--- src/rtl/aha_clock_select_ctrl_pkg.sv ---
// aha_clock_select_ctrl_pkg: shared ratio indices, FSM state encoding and one-hot decode for the clock select sequencer and mux
package aha_clock_select_ctrl_pkg;
  localparam int DIV1    = 0;
  localparam int DIV2    = 1;
  localparam int DIV4    = 2;
  localparam int DIV8    = 3;
  localparam int DIV16   = 4;
  localparam int DIV32   = 5;
  localparam int NUM_DIV = 6;
  typedef enum logic [1:0] {ST_INIT, ST_IDLE, ST_DRAIN, ST_ALIGN} state_e;
  function automatic logic [NUM_DIV-1:0] onehot(input logic [2:0] idx);
    return NUM_DIV'(1) << idx;
  endfunction
endpackage

--- src/rtl/aha_clock_select_ctrl_if.sv ---
// aha_clock_select_ctrl_if: divider strobes, ratio-change request handshake and clock mux/gate controls
//   master: requester side (drives div_en, req_valid, req_sel)
//   slave : sequencer side (drives req_ready, clk_sel, clk_gate_en, busy, done, err)
interface aha_clock_select_ctrl_if;
  import aha_clock_select_ctrl_pkg::*;
  logic [NUM_DIV-1:0] div_en;
  logic               req_valid;
  logic [2:0]         req_sel;
  logic               req_ready;
  logic [NUM_DIV-1:0] clk_sel;
  logic               clk_gate_en;
  logic               busy;
  logic               done;
  logic               err;
  modport master (output div_en, req_valid, req_sel,
                  input  req_ready, clk_sel, clk_gate_en, busy, done, err);
  modport slave  (input  div_en, req_valid, req_sel,
                  output req_ready, clk_sel, clk_gate_en, busy, done, err);
endinterface

--- src/rtl/aha_clock_select_ctrl.sv ---
// aha_clock_select_ctrl: glitch-free divide-ratio switchover sequencer (gate, drain, move select, align, ungate)
//   CLK   : divider source clock, rising edge
//   RESET : asynchronous active-high reset
//   bus   : slave side of aha_clock_select_ctrl_if (strobes, request handshake, select/gate/status outputs)
module aha_clock_select_ctrl
  import aha_clock_select_ctrl_pkg::*;
#(
  parameter int DRAIN_CYCLES = 4,
  parameter int RESET_SEL    = 0
) (
  input  logic                   CLK,
  input  logic                   RESET,
  aha_clock_select_ctrl_if.slave bus
);
  state_e             state_q, state_d;
  logic [3:0]         cnt_q, cnt_d;
  logic [2:0]         tgt_q, tgt_d;
  logic [NUM_DIV-1:0] clk_sel_q, clk_sel_d;
  logic               gate_q, gate_d;
  logic               done_q, done_d;
  logic               err_q, err_d;
  always_ff @(posedge CLK or posedge RESET)
    if (RESET) begin
      state_q   <= ST_INIT;
      cnt_q     <= '0;
      tgt_q     <= 3'(RESET_SEL);
      clk_sel_q <= onehot(3'(RESET_SEL));
      gate_q    <= 1'b0;
      done_q    <= 1'b0;
      err_q     <= 1'b0;
    end else begin
      state_q   <= state_d;
      cnt_q     <= cnt_d;
      tgt_q     <= tgt_d;
      clk_sel_q <= clk_sel_d;
      gate_q    <= gate_d;
      done_q    <= done_d;
      err_q     <= err_d;
    end
  always_comb begin
    state_d   = state_q;
    cnt_d     = cnt_q;
    tgt_d     = tgt_q;
    clk_sel_d = clk_sel_q;
    gate_d    = gate_q;
    done_d    = 1'b0;
    err_d     = 1'b0;
    case (state_q)
      ST_INIT:
        if (bus.div_en[RESET_SEL]) begin
          gate_d  = 1'b1;
          state_d = ST_IDLE;
        end
      ST_IDLE:
        if (bus.req_valid) begin
          if (bus.req_sel >= 3'(NUM_DIV)) err_d = 1'b1;
          else if (onehot(bus.req_sel) == clk_sel_q) done_d = 1'b1;
          else begin
            tgt_d   = bus.req_sel;
            cnt_d   = 4'(DRAIN_CYCLES - 1);
            gate_d  = 1'b0;
            state_d = ST_DRAIN;
          end
        end
      ST_DRAIN:
        if (cnt_q == '0) begin
          clk_sel_d = onehot(tgt_q);
          state_d   = ST_ALIGN;
        end else cnt_d = cnt_q - 4'd1;
      ST_ALIGN:
        if (bus.div_en[tgt_q]) begin
          gate_d  = 1'b1;
          done_d  = 1'b1;
          state_d = ST_IDLE;
        end
      default: state_d = ST_INIT;
    endcase
  end
  assign bus.req_ready   = state_q == ST_IDLE;
  assign bus.busy        = state_q != ST_IDLE;
  assign bus.clk_sel     = clk_sel_q;
  assign bus.clk_gate_en = gate_q;
  assign bus.done        = done_q;
  assign bus.err         = err_q;
endmodule

--- src/flat_wrapper.sv ---
// flat-port wrapper written by rule: the top's interface ports become plain ports
module aha_clock_select_ctrl_flat import aha_clock_select_ctrl_pkg::*;
#(
  parameter int DRAIN_CYCLES = 4,
  parameter int RESET_SEL    = 0
)
  (CLK, RESET, bus_div_en, bus_req_valid, bus_req_sel, bus_req_ready, bus_clk_sel, bus_clk_gate_en, bus_busy, bus_done, bus_err);
  aha_clock_select_ctrl_if bus_i ();
  input  logic CLK;
  input  logic RESET;
  input wire logic [$bits(bus_i.div_en)-1:0] bus_div_en;
  input wire logic [$bits(bus_i.req_valid)-1:0] bus_req_valid;
  input wire logic [$bits(bus_i.req_sel)-1:0] bus_req_sel;
  output wire logic [$bits(bus_i.req_ready)-1:0] bus_req_ready;
  output wire logic [$bits(bus_i.clk_sel)-1:0] bus_clk_sel;
  output wire logic [$bits(bus_i.clk_gate_en)-1:0] bus_clk_gate_en;
  output wire logic [$bits(bus_i.busy)-1:0] bus_busy;
  output wire logic [$bits(bus_i.done)-1:0] bus_done;
  output wire logic [$bits(bus_i.err)-1:0] bus_err;
  assign bus_i.div_en = bus_div_en;
  assign bus_i.req_valid = bus_req_valid;
  assign bus_i.req_sel = bus_req_sel;
  assign bus_req_ready = bus_i.req_ready;
  assign bus_clk_sel = bus_i.clk_sel;
  assign bus_clk_gate_en = bus_i.clk_gate_en;
  assign bus_busy = bus_i.busy;
  assign bus_done = bus_i.done;
  assign bus_err = bus_i.err;
  aha_clock_select_ctrl #(.DRAIN_CYCLES(DRAIN_CYCLES), .RESET_SEL(RESET_SEL)) u_core (.CLK(CLK), .RESET(RESET), .bus(bus_i));
endmodule
--- config.mk ---
export PLATFORM = sky130hd
export DESIGN_NAME = aha_clock_select_ctrl_flat
export DESIGN_NICKNAME = d
export VERILOG_FILES = /design/src/rtl/aha_clock_select_ctrl_pkg.sv /design/src/rtl/aha_clock_select_ctrl_if.sv /design/src/rtl/aha_clock_select_ctrl.sv /design/src/flat_wrapper.sv
export SDC_FILE = /design/constraint.sdc
export NUM_CORES = 1
export LEC_CHECK = 0
export CAP_MARGIN = 20
export CORE_UTILIZATION = 40
export CTS_CLUSTER_DIAMETER = 60
export DETAILED_ROUTE_END_ITERATION = 10
export GPL_ROUTABILITY_DRIVEN = 0
export PLACE_DENSITY = 0.68
export SYNTH_ARGS = -nofsm -noshare
export SYNTH_HDL_FRONTEND = slang
export SYNTH_SLANG_ARGS = --single-unit
export TNS_END_PERCENT = 1
--- constraint.sdc ---
create_clock -name CLK -period 3.93 [get_ports CLK]
set_clock_uncertainty 0.05 [all_clocks]
set_input_delay 0.5895 -clock CLK [delete_from_list [all_inputs] [get_ports CLK]]
set_output_delay 0.5895 -clock CLK [all_outputs]
set_load 0.005 [all_outputs]
==> flow_metrics.py, run 1 <==
metrics = {
    "status": {
        "status": "complete, but fails checks",
        "failed_checks": "design-rule violations",
    },
    "placement": {
        "hpwl_um": 2020,
        "port_buffers": 22,
        "pre_cts_ws_ns": 1.31,
    },
    "sta": {
        "setup_violations": 0,
        "slew_viol_final": 0,
        "final-hold-violation-count": 0,
        "slew_headroom_pct": 52.4,
        "worst_hold_slack_ns": 0.480,
        "fmax_mhz": 401,
        "worst_pin_slew_ns": 0.712,
        "rsz0062_at_grt": "false",
        "fin_ws_ns": 1.43,
        "fin_crit_sh_pct": 63.5,
        "finalSetupTns_ns": 0,
        "fin_crit_ns": 2.50,
    },
    "grt": {
        "grt_pass1_wl_um": 4660,
        "antenna_found_initial": 0,
        "track_usage_pct": 18.9,
        "grt_pass1_vias": 932,
        "grt_max_degree": 19,
        "grt_overflow": 0,
    },
    "worst_setup_path": {
        "cpPeakStageDelay_ns": 0.47,
        "reg2reg_to": "u_core.cnt_q[1]$_DFFE_PP0P_",
        "r2r_start": "u_core.state_q[0]$_DFFE_PP0P_",
        "cp-startpoint": "u_core.state_q[1]$_DFFE_PP0P_",
        "critical_path_buf_inv_count": 3,
        "slowest_stage": "clkdlybuf4s50_1",
        "endpoint_kind": "primary output",
        "path_cells": "inv_1 -> ha_1 -> inv_1 -> clkdlybuf4s50_1",
        "regToRegSetupSlack_ns": 1.49,
        "path_class": "reg2out",
        "start_kind": "register",
        "cp_top_family": "buffers and inverters",
        "worst_ep_arrival_time_ns": 1.86,
        "required_ns": 3.29,
        "crit_top_cell": "inv_1",
        "r2r_cells": 7,
        "path_max_fanout": 9,
    },
    "hold_path": {
        "hold_path_class": "reg2reg",
        "hp-start": "u_core.bus.clk_sel[0]$_DFFE_PP1P_",
        "hold_path_depth": 2,
        "min_to": "u_core.bus.clk_sel[0]$_DFFE_PP1P_",
    },
    "layout": {
        "fillers": 270,
        "final_util_pct": 52.3,
        "nets": 169,
        "area_delta_synth_final_pct": 21.7,
        "antennaDiodeCount": 0,
        "drive_gt1_share_pct": 9.40,
    },
    "die": {
        "die_area_um2": 3240,
        "die_w_um": 56.9,
        "rows": 19,
        "ioPinCount": 23,
        "die_h_um": 56.9,
        "core_area_um2": 2810,
        "start_util_pct": 43.0,
    },
    "run": {
        "drv_cap": 0,
    },
    "clock_tree": {
        "cts.sinks": 18,
        "postCtsHoldBufs": 0,
        "clock_path_buffers": 2,
        "clkSlewWorstSetupHoldPaths_ns": 0.11,
        "h-tree-depth": 1,
        "clkLatencyLatePin_ns": 0.31,
        "cts-buffers-inserted": 3,
        "cts_tree": "built",
        "cts-root-buf": "clkbuf_4",
        "cts_resized": 0,
        "post_cts_buffers": 0,
    },
    "pwr": {
        "clock_power_share_pct": 12.9,
        "switching_share_pct": 40.4,
        "internal_power_w": 0.000551,
        "combPwrFrac_pct": 52.6,
        "ir_drop_v": 0.000350,
        "p_per_area_nw_per_um2": 629,
        "p_seq_share_pct": 34.6,
        "power.leakage_nw": 0.624,
        "switchingPower_w": 0.000373,
    },
    "drt": {
        "wl_um": 2660,
        "final_antenna_net_count": 0,
        "drt-wirelength-per-cell_um": 14.8,
        "drt_iter0_markers": 92,
        "dr.pass1.iters": 7,
        "drc": 4,
        "route.vias.total": 1018,
        "viasPerCell": 5.66,
    },
    "yosys": {
        "syn_inst": 129,
        "yosysSeqAreaShare_pct": 37.4,
        "synth_cell_types": 43,
        "syn_area_um2": 1210,
        "syn_area_per_cell_um2": 9.35,
        "yosysTopAreaCellShare_pct": 35.3,
        "yosys_warnings": 0,
        "synth.area.top_cells": "dfrtp_1 (35%), ha_1 (7.3%), nand2_1 (5.3%)",
        "yosysTopAreaCell": "dfrtp_1",
        "syn-num-nets": 148,
        "ys_ff_latch": 18,
    },
}
==> cell families after synthesis <==
family | share of synthesized area, %
AO/OA/AOI/OAI | 20.9
XOR/XNOR | 0.726
adder cells (fa/ha/maj) | 7.26
buffers and inverters | 6.85
flip-flops | 37.4
multiplexers | 11.3
AND/OR/NAND/NOR | 15.6
==> metrics by stage <==
| stage | instance area, um2 | total power [W] | cells |
|---|---|---|---|
| after floorplan | 1210 | 0.000660 | 129 |
| after global placement | 1430 | 0.000796 | 176 |
| after detailed placement | 1430 | 0.000802 | 176 |
| after CTS | 1470 | 0.000927 | 180 |
| after global routing | 1470 | 0.00100 | 180 |
| final | 1470 | 0.000923 | 180 |
==> layout make-up <==
class	instances	area (um2)	share of cell area, %
clock buffer	4	36.3	2.47
inverter	13	48.8	3.32
sequential	18	452	30.8
timing repair buffer	22	220	15.0
tap	31	38.8	2.64
multi-input combinational	92	672	45.8
==> layer usage <==
metal	wire length [um]	vias up	share of wire [%]	GRT usage, %
li1	-	505	-	-
met1	1290	475	48	26.7
met2	1180	33	44	29.2
met3	143	5	5.4	3.00
met4	50	0	1.9	7.32
met5	0	-	0	0
==> power by group through the flow <==
| stage | Combinational (W) | Sequential [W] | Clock [W] |
|---|---|---|---|
| floorplan | 0.000366 | 0.000295 | 0 |
| global placement | 0.000476 | 0.000320 | 0 |
| detailed placement | 0.000480 | 0.000322 | 0 |
| CTS | 0.000483 | 0.000319 | 0.000125 |
| global route | 0.000538 | 0.000331 | 0.000134 |
| finish | 0.000485 | 0.000319 | 0.000119 |
==> state kept, by name (all words and copies together) (netlist names) <==
signal                  flops
u_core.cnt_q                4
u_core.bus.done             1
u_core.bus.clk_gate_en      1
u_core.tgt_q                3
u_core.bus.clk_sel          6
u_core.bus.err              1
u_core.state_q              2
==> worst register-to-register path, cell delays in order, from the launching register on <==
cell and delay [ns]:
dfrtp_1 0.41, inv_1 0.10, ha_1 0.32, and2b_1 0.23, nand3_1 0.33, o21ai_0 0.27
a31oi_1 0.28, mux2_1 0.35
==> worst max path at each step <==
stage                                               end  depth (start not counted)
after floorplan           u_core.state_q[1]$_DFFE_PP0P_                          7
after global placement    u_core.state_q[1]$_DFFE_PP0P_                          6
after detailed placement  u_core.state_q[1]$_DFFE_PP0P_                          6
after CTS                                      bus_busy                          4
after global routing        u_core.cnt_q[1]$_DFFE_PP0P_                          7
final                                          bus_busy                          4
==> cell usage in the layout (no fill, tap or decap), types with 3 or more instances in the layout <==
master and n:
mux2_2 3, clkdlybuf4s50_1 22, inv_1 13, dfrtp_1 17
clkbuf_4 3, o21ai_0 7, ha_1 7, o41ai_1 3
a21oi_1 3, nand2_1 17, nor2_1 7, nor2b_1 5
mux2i_1 5, nand3_1 3
==> cells in the mapped netlist <==
master and count:
a222oi_1 1, o31ai_1 1, o21ai_0 7, a2111oi_0 2, a2bb2oi_1 1, nor3_1 1, buf_2 2, mux2_2 3
o22ai_1 1, a31oi_1 2, o211a_2 1, a32oi_1 1, a41oi_1 1, and2b_1 1, a211oi_1 2, o41ai_1 3
mux2i_1 5, dfrtp_1 17, xnor2_1 1, nor2b_1 5, mux2_4 2, a21o_1 1, mux2_1 2, a311oi_1 1
a311o_1 1, nand4_1 2, nand2_1 17, clkbuf_2 1, a21oi_2 1, a31o_4 1, a211o_1 1, o2bb2ai_1 1
inv_1 13, nand3_2 1, nand3_1 3, nor2_1 7, buf_6 1, dfstp_2 1, or4_1 1, or3b_1 1
a21oi_1 3, ha_1 7, clkbuf_1 2
(Power assumes the default switching activity.)
==> run 2, diff against run 1 <==
--- a/config.mk
+++ b/config.mk
@@ -10,7 +10,7 @@
 export CTS_CLUSTER_DIAMETER = 60
 export DETAILED_ROUTE_END_ITERATION = 10
 export GPL_ROUTABILITY_DRIVEN = 0
-export PLACE_DENSITY = 0.68
+export PLACE_DENSITY = 0.71
 export SYNTH_ARGS = -nofsm -noshare
 export SYNTH_HDL_FRONTEND = slang
 export SYNTH_SLANG_ARGS = --single-unit
==> constraint.sdc (replaced) <==
create_clock -name CLK -period 2 [get_ports CLK]
set_clock_uncertainty 0.05 [all_clocks]
set_input_delay 0.3 -clock CLK [delete_from_list [all_inputs] [get_ports CLK]]
set_output_delay 0.3 -clock CLK [all_outputs]
set_load 0.005 [all_outputs]
==> flow_metrics.py, run 2 (synthesis results as in run 1) <==
metrics = {
    "worst_setup_path": {
        "endpoint_kind": "register",
        "path_class": "reg2reg",
        "cp_top_family": "compound AO/OA/AOI/OAI gates",
        "path_max_fanout": 2,
        "required_ns": 2.15,
        "path_cells": "inv_2 -> ha_4 -> or3b_4 -> a21o_1 -> a211o_1 -> a31o_4 -> mux2_4",
        "slowest_stage": "dfrtp_1",
        "start_kind": "register",
        "cpPeakStageDelay_ns": 0.40,
        "worst_ep_arrival_time_ns": 2.17,
        "critical_path_buf_inv_count": 1,
    },
    "clock_tree": {
        "postCtsHoldBufs": 0,
        "clkLatencyLatePin_ns": 0.30,
        "cts_tree": "built",
        "clock_path_buffers": 2,
        "cts-root-buf": "clkbuf_4",
        "h-tree-depth": 1,
        "cts-buffers-inserted": 3,
        "cts.sinks": 18,
        "clkSlewWorstSetupHoldPaths_ns": 0.11,
    },
    "layout": {
        "layout_common_cells": "buf_4 (33), clkdlybuf4s50_1 (20), nand2_1 (17), dfrtp_1 (16), inv_1 (9)",
        "antennaDiodeCount": 0,
        "drive_gt1_share_pct": 31.3,
        "seqCellArea_um2": 453,
        "area_delta_synth_final_pct": 45.5,
        "fillers": 230,
        "largest_reg_flops": 6,
        "multi_input_area_um2": 706,
        "layout_commonest_cell": "buf_4",
        "nets": 202,
        "final_util_pct": 62.6,
    },
    "hold_path": {
        "hold_path_class": "in2async",
    },
    "sta": {
        "worst_hold_slack_ns": 0.243,
        "rsz0062_at_grt": "true",
        "final-hold-violation-count": 0,
        "fin_crit_ns": 2.03,
        "slew_headroom_pct": 73.3,
        "fin_ws_ns": -0.0250,
        "fin_crit_sh_pct": 101,
        "slew_viol_final": 0,
        "fmax_mhz": 494,
        "setup_violations": 2,
        "finalSetupTns_ns": -0.0253,
        "worst_pin_slew_ns": 0.390,
    },
    "status": {
        "status": "complete, but fails checks",
        "failed_checks": "design-rule violations, negative setup slack",
    },
    "pwr": {
        "p_per_area_nw_per_um2": 1280,
        "switchingPower_w": 0.000854,
        "internal_power_w": 0.00139,
        "power.leakage_nw": 0.797,
        "switching_share_pct": 38.1,
        "clock_power_share_pct": 10.6,
        "combPwrFrac_pct": 62.3,
        "p_seq_share_pct": 27.1,
        "ir_drop_v": 0.000758,
    },
    "drt": {
        "dr.pass1.iters": 7,
        "route.vias.total": 1188,
        "drt-wirelength-per-cell_um": 14.9,
        "wl_um": 3170,
        "drt_iter0_markers": 65,
        "final_antenna_net_count": 0,
        "drc": 3,
        "viasPerCell": 5.58,
    },
    "die": {
        "die_w_um": 56.9,
        "ioPinCount": 23,
        "die_area_um2": 3240,
        "rows": 19,
        "core_area_um2": 2810,
        "start_util_pct": 43.0,
        "die_h_um": 56.9,
    },
    "grt": {
        "antenna_found_initial": 0,
        "grt_overflow": 0,
        "grt_pass1_wl_um": 5310,
        "track_usage_pct": 21.1,
        "grt_pass1_vias": 1151,
        "grt_max_degree": 19,
    },
    "run": {
        "drv_cap": 0,
    },
    "placement": {
        "pre_cts_ws_ns": -0.285,
        "port_buffers": 22,
        "hpwl_um": 2410,
    },
}
[run 2: cell types whose count changed in the layout (fill, tap and decap cells not counted), sizes merged]
cell,previous run,this run
buf,0,33
clkdlybuf4s50,22,20
dlymetal6s2s,0,2
[run 2: layout make-up]
type	count	share of cell area [%]
Multi-Input combinational cell	92	40.2
Timing Repair Buffer	55	26.9
Sequential cell	18	25.8
Inverter	13	2.78
Tap cell	31	2.21
Clock buffer	4	2.07
[run 2: metrics by stage]
step | instance area (um2) | total power [W] | cells
floorplan | 1220 | 0.00131 | 129
global placement | 1660 | 0.00188 | 205
detailed placement | 1660 | 0.00190 | 205
CTS | 1730 | 0.00220 | 211
global route | 1760 | 0.00241 | 213
finish | 1760 | 0.00224 | 213
[run 2: worst paths after layout]
path / start / slack (ns) / cells after the start / end
min: RESET / 0.24 / 3 / u_core.tgt_q[0]$_DFFE_PP0P_
max in group asynchronous: RESET / 1.39 / 3 / u_core.bus.clk_sel[0]$_DFFE_PP1P_
max reg2reg: u_core.cnt_q[1]$_DFFE_PP0P_ / -0.03 / 7 / u_core.state_q[1]$_DFFE_PP0P_
min reg2reg: u_core.bus.clk_sel[0]$_DFFE_PP1P_ / 0.46 / 2 / u_core.bus.clk_sel[0]$_DFFE_PP1P_
min in group CLK: u_core.bus.clk_sel[0]$_DFFE_PP1P_ / 0.46 / 2 / u_core.bus.clk_sel[0]$_DFFE_PP1P_
max: u_core.cnt_q[1]$_DFFE_PP0P_ / -0.03 / 7 / u_core.state_q[1]$_DFFE_PP0P_
[run 2: what timing repair did]
item / CTS / global route
gates cloned: 0 / 0
pin swaps: 1 / 1
buffers inserted: 2 / 2
gates resized for setup: 5 / 7
endpoints found under the setup margin: 5 / 8
[run 2: power groups by stage]
| stage | Combinational [W] | Clock (W) | Sequential [W] |
|---|---|---|---|
| floorplan | 0.000727 | 0 | 0.000582 |
| global placement | 0.00127 | 0 | 0.000603 |
| detailed placement | 0.00129 | 0 | 0.000610 |
| CTS | 0.00136 | 0.000240 | 0.000606 |
| global route | 0.00152 | 0.000258 | 0.000626 |
| finish | 0.00140 | 0.000237 | 0.000607 |
[run 2: per-layer routing]
layer	wire length (um)	GRT usage [%]
met1	1550	30.2
met2	1430	32.9
met3	143	3.23
met4	37	5.92
met5	0	0
[run 2: worst min-delay path, stage by stage]
cell and delay, ns:
clkdlybuf4s50_1 0.39, inv_1 0.05, buf_4 0.24
==> run 3, diff against run 2 <==
--- a/config.mk
+++ b/config.mk
@@ -11,6 +11,7 @@
 export DETAILED_ROUTE_END_ITERATION = 10
 export GPL_ROUTABILITY_DRIVEN = 0
 export PLACE_DENSITY = 0.71
+export SLEW_MARGIN = 40
 export SYNTH_ARGS = -nofsm -noshare
 export SYNTH_HDL_FRONTEND = slang
 export SYNTH_SLANG_ARGS = --single-unit
==> results of run 3 <==
Final layout, timing and power as in run 2 (identical DEF).
